File: config.mk
export PLATFORM = sky130hd
export DESIGN_NAME = mem_stage
export DESIGN_NICKNAME = d
export VERILOG_FILES = /design/src/rtl/mem_stage.sv
export SDC_FILE = /design/constraint.sdc
export NUM_CORES = 1
export LEC_CHECK = 0
export CORE_MARGIN = 1.5
export CORE_UTILIZATION = 25
export CTS_CLUSTER_SIZE = 20
export DETAILED_ROUTE_END_ITERATION = 8
export PLACE_DENSITY = 0.48
export SYNTH_ARGS = -nofsm -noshare
export SYNTH_HDL_FRONTEND = slang
export SYNTH_SLANG_ARGS = --single-unit
File: constraint.sdc
create_clock -name clk -period 5.09 [get_ports clk]
set_input_delay 0.509 -clock clk [delete_from_list [all_inputs] [get_ports clk]]
set_output_delay 0.509 -clock clk [all_outputs]
set_load 0.01 [all_outputs]
File: src/rtl/mem_stage.sv
// Memory-access pipeline stage: EX/MEM and MEM/WB registers, data-memory drive,
// access fault capture and committed-store counting.
module mem_stage #(
  parameter int DW = 32,
  parameter int AW = 8,
  parameter int CW = 16
) (
  input  logic          clk,
  input  logic          rst_n,
  input  logic          ex_valid,
  input  logic [DW-1:0] ex_alu,
  input  logic [DW-1:0] ex_store_data,
  input  logic          ex_mem_read,
  input  logic          ex_mem_write,
  input  logic          ex_reg_write,
  input  logic [4:0]    ex_rd,
  input  logic          stall,
  input  logic          flush,
  output logic [AW-1:0] dm_address,
  output logic          dm_wren,
  output logic [7:0]    dm_w_data,
  input  logic [7:0]    dm_r_data,
  output logic          wb_valid,
  output logic          wb_reg_write,
  output logic [4:0]    wb_rd,
  output logic [DW-1:0] wb_data,
  output logic          fault,
  output logic [DW-1:0] fault_addr,
  output logic [CW-1:0] store_count
);

  logic          m_valid;
  logic [DW-1:0] m_alu;
  logic [7:0]    m_sd;
  logic [4:0]    m_rd;
  logic          m_rd_en;
  logic          m_wr_en;
  logic          m_reg_write;
  logic          m_acc;
  logic          m_bad;
  logic          store_commit;
  logic          unused_sd;

  // memory is byte-wide, so the upper store operand bits never leave this stage
  assign unused_sd = ^ex_store_data[DW-1:8];

  always_ff @(posedge clk or negedge rst_n) begin
    if (!rst_n) begin
      m_valid     <= 1'b0;
      m_alu       <= '0;
      m_sd        <= '0;
      m_rd        <= '0;
      m_rd_en     <= 1'b0;
      m_wr_en     <= 1'b0;
      m_reg_write <= 1'b0;
    end else begin
      if (!stall) begin
        m_alu       <= ex_alu;
        m_sd        <= ex_store_data[7:0];
        m_rd        <= ex_rd;
        m_rd_en     <= ex_mem_read;
        m_wr_en     <= ex_mem_write;
        m_reg_write <= ex_reg_write;
      end
      if (flush)
        m_valid <= 1'b0;
      else if (!stall)
        m_valid <= ex_valid;
    end
  end

  assign dm_address = m_alu[AW+1:2];
  assign dm_w_data  = m_sd;

  // anything beyond the 1 KiB window, unaligned, or both read and write is rejected
  assign m_acc        = m_valid & (m_rd_en | m_wr_en);
  assign m_bad        = m_acc & ((m_alu[1:0] != 2'b00) | (m_alu[DW-1:AW+2] != '0) |
                                 (m_rd_en & m_wr_en));
  assign store_commit = m_valid & m_wr_en & ~m_bad & ~stall & ~flush;
  assign dm_wren      = ~store_commit;

  always_ff @(posedge clk or negedge rst_n) begin
    if (!rst_n) begin
      wb_valid     <= 1'b0;
      wb_reg_write <= 1'b0;
      wb_rd        <= '0;
      wb_data      <= '0;
    end else if (stall) begin
      wb_valid     <= 1'b0;
      wb_reg_write <= 1'b0;
    end else begin
      wb_valid     <= m_valid & ~m_bad & ~flush;
      wb_reg_write <= m_reg_write & m_valid & ~m_bad & ~flush;
      wb_rd        <= m_rd;
      wb_data      <= m_rd_en ? {{(DW-8){1'b0}}, dm_r_data} : m_alu;
    end
  end

  always_ff @(posedge clk or negedge rst_n) begin
    if (!rst_n) begin
      fault      <= 1'b0;
      fault_addr <= '0;
    end else if (m_bad && !stall && !flush && !fault) begin
      fault      <= 1'b1;
      fault_addr <= m_alu;
    end
  end

  always_ff @(posedge clk or negedge rst_n) begin
    if (!rst_n)
      store_count <= '0;
    else if (store_commit)
      store_count <= store_count + 1'b1;
  end

endmodule

==> results.sh <==
export IMPL_status="completed"
export IMPL_tightest_slew_ns=1.01
export IMPL_period_needed_ns=3.30
export IMPL_yosysSeqAreaShare=0.613
export IMPL_synth_area_sq_um=5590
export IMPL_synth_edff_count=0
export IMPL_syn2layout_area_growth_pct=42.8
export IMPL_worstPathRequired_ns=4.58
export IMPL_die_area_sq_um=23300
export IMPL_dp_hpwl_microns=9340
export IMPL_crit_arrival_ns=2.80
export IMPL_hold_viol=0
export IMPL_core_area_sq_um=21900
export IMPL_cts_htree_levels=4
export IMPL_routed_wl_microns=14000
export IMPL_endpoint_kind="primary output"
export IMPL_combPwrFrac=0.195
export IMPL_grt_pass1_wl_microns=22500
export IMPL_relSlewSlack=0.324
export IMPL_drt_iter0_drc=133
export IMPL_via_per_inst=4.28
export IMPL_post_cts_setup_buffers=0
export IMPL_cts_sinks=137
export IMPL_nets=657
export IMPL_routedWlPerCell_microns=16.2
export IMPL_synth_seq_cells=137
export IMPL_grt_max_degree=107
export IMPL_rsz0062_at_grt="false"
export IMPL_seqPwrFrac=0.434
export IMPL_maxCapViolCount=0
export IMPL_clk_pin_slew_ns=0.06
export IMPL_cts_path_max_buffers=2
export IMPL_clockPowerShare=0.371
export IMPL_ys_types=36
export IMPL_antenna_left=0
export IMPL_ys_warn_count=0
export IMPL_p_int_mw=2.33
export IMPL_port_buffers=165
export IMPL_power_density_nw_per_um2=391
export IMPL_initial_utilization=0.255
export IMPL_drv_slew=0
export IMPL_critPathKind="reg -> out"
export IMPL_fin_util=0.365
export IMPL_cts_hold_buf=0
export IMPL_min_path_type="in -> async"
export IMPL_clk_latency_ns=0.41
export IMPL_startpoint_type="register"
export IMPL_root_buffer="clkbuf_16"
export IMPL_cp_max_fo=4
export IMPL_cts_buffers_inserted=17
export IMPL_die_h_microns=153
export IMPL_setup_viol=0
export IMPL_regArea_sq_um=3430
export IMPL_drive_gt1_frac=0.171
export IMPL_avgSynthCellArea_sq_um=13.5
export IMPL_ctsResizeCount=0
export IMPL_drcViolationCount=0
export IMPL_layout_worst_path_cycle_share=0.649
export IMPL_chipWidth_microns=153
export IMPL_synth_cells=414
export IMPL_fin_skew_ns=0.00793
export IMPL_async_flop_share=1.00
export IMPL_grt_usage=0.124
export IMPL_setup_tns_ns=0
export IMPL_p_leak_nw=3.37
export IMPL_grt_pass1_vias=4032
export IMPL_dr_pass1_iters=4
export IMPL_multi_input_area_sq_um=1980
export IMPL_power_total_mw=3.12
export IMPL_peakVddDrop_mv=0.194
export IMPL_antenna_found_initial=0
export IMPL_p_switching_mw=0.790
export IMPL_fmax_ghz=0.303
export IMPL_gr_total_overflow=0
export IMPL_synth_nets=500
export IMPL_insertedDiodeCount=0
export IMPL_num_fill_cells=2109
export IMPL_cts_tree="built"
export IMPL_swShare=0.253
export IMPL_gp_congestion=0.720
export IMPL_num_rows=54
export IMPL_ys_flop_type="dfrtp_1"
export IMPL_num_io_pins=190
export IMPL_via_count=3694
cell usage in the layout, fill, tap and decap left out, types with 3 or more instances in the layout:
master           netlist  final
mux2_1                29     29
clkbuf_1              16      4
xor2_1                 5      5
nand4_1                5      5
nor3_1                 3      3
nor4_2                 3      3
clkinv_2               0      5
clkbuf_16              0     17
mux2_2                56     56
mux2i_1                9      9
nand3_1                6      6
xnor2_1               10     10
nand2_1               40     40
clkdlybuf4s50_1        0    163
dfrtp_1              137    137
o21ai_0               32     32
clkbuf_8               0      3
nor4_1                 3      3
buf_4                  9      4
and3_1                 3      3
nand2b_1              24     24
cells by family (layout without fill, tap and decap cells):
group | Yosys count | in the layout | synth area share
flip-flops | 137 | 137 | 0.613
adder cells (fa/ha/maj) | 1 | 1 | 0.00224
multiplexers | 95 | 95 | 0.190
AO/OA/AOI/OAI | 35 | 35 | 0.0354
AND/OR/NAND/NOR | 100 | 100 | 0.102
buffers and inverters | 31 | 201 | 0.0333
XOR/XNOR | 15 | 15 | 0.0235
registers in the layout, indices dropped and copies added, names as in the netlist:
| name | count |
|---|---|
| dm_w_data | 8 |
| fault | 1 |
| fault_addr | 32 |
| m_alu | 32 |
| m_rd | 5 |
| m_rd_en | 1 |
| m_reg_write | 1 |
| m_valid | 1 |
| m_wr_en | 1 |
| store_count | 16 |
| wb_data | 32 |
| wb_rd | 5 |
| wb_reg_write | 1 |
| wb_valid | 1 |
worst max-delay path, cell delays in order, from the launching register on:
cell	delay [ns]
dfrtp_1	0.42
nor4_1	0.42
nand2_1	0.30
or4_1	0.71
clkdlybuf4s50_1	0.54
stage by stage:
stage	instances	instance area [sq um]	setup WS (ns)	hold slack, ns
3_3_place_gp	832	7430	1.93	0.463
3_5_place_dp	832	7430	1.93	0.472
4_1_cts	864	7990	1.61	0.272
2_1_floorplan	414	5590	2.99	0.213
6_report	864	7990	1.79	0.239
5_1_grt	864	7990	1.63	0.314
final timing paths:
check                                            start  cells past startpoint  slack [ns]                     endpoint
max in group asynchronous                        rst_n                      2        3.87        m_alu[10]$_DFFE_PN0N_
max reg2reg                      m_alu[11]$_DFFE_PN0N_                      5        2.14    fault_addr[0]$_DFFE_PN0P_
min in group clk           store_count[15]$_DFFE_PN0P_                      1        0.48  store_count[15]$_DFFE_PN0P_
min                                              rst_n                      1        0.24   fault_addr[26]$_DFFE_PN0P_
max                              m_alu[11]$_DFFE_PN0N_                      4        1.79                      dm_wren
min reg2reg                store_count[15]$_DFFE_PN0P_                      1        0.48  store_count[15]$_DFFE_PN0P_
cell usage after synthesis (2+ instances only):
| cell | count | area share |
|---|---|---|
| o21ai_0 | 32 | 0.029 |
| nor4_1 | 3 | 0.0034 |
| buf_4 | 9 | 0.012 |
| buf_2 | 2 | 0.0018 |
| nor3_1 | 3 | 0.0027 |
| xnor2_1 | 10 | 0.016 |
| and3_1 | 3 | 0.0034 |
| dfrtp_1 | 137 | 0.61 |
| xor2_1 | 5 | 0.0078 |
| and4_1 | 2 | 0.0031 |
| or4_1 | 2 | 0.0027 |
| nand2b_1 | 24 | 0.027 |
| nand4_1 | 5 | 0.0056 |
| mux2_1 | 29 | 0.058 |
| nor4_2 | 3 | 0.0067 |
| nand3_1 | 6 | 0.0054 |
| mux2_2 | 56 | 0.11 |
| buf_8 | 3 | 0.0081 |
| mux2i_1 | 9 | 0.016 |
| nand2_1 | 40 | 0.027 |
| clkbuf_1 | 16 | 0.011 |
per-layer routing:
layer | track usage | vias up | routed length [microns]
met2 | 0.201 | 130 | 6550
met1 | 0.151 | 1818 | 6320
met3 | 0.0538 | 6 | 1000
met4 | 0.0330 | 0 | 88
met5 | 0 | - | 0
li1 | - | 1740 | -
layout make-up:
| class | count | area share |
|---|---|---|
| Inverter | 1 | 0.000470 |
| Clock buffer | 24 | 0.0603 |
| Timing Repair Buffer | 168 | 0.209 |
| Clock inverter | 8 | 0.00877 |
| Multi-Input combinational cell | 246 | 0.248 |
| Tap cell | 280 | 0.0439 |
| Sequential cell | 137 | 0.429 |
power by group through the flow:
stage          registers, mW  logic (mW)  clock network [mW]
3_3_place_gp            1.37       0.614                   0
2_1_floorplan           1.41       0.180                   0
3_5_place_dp            1.37       0.620                   0
6_report                1.35       0.609                1.16
4_1_cts                 1.36       0.623                1.20
5_1_grt                 1.38       0.655                1.26
No activity file was read; power rests on OpenSTA's default activity.
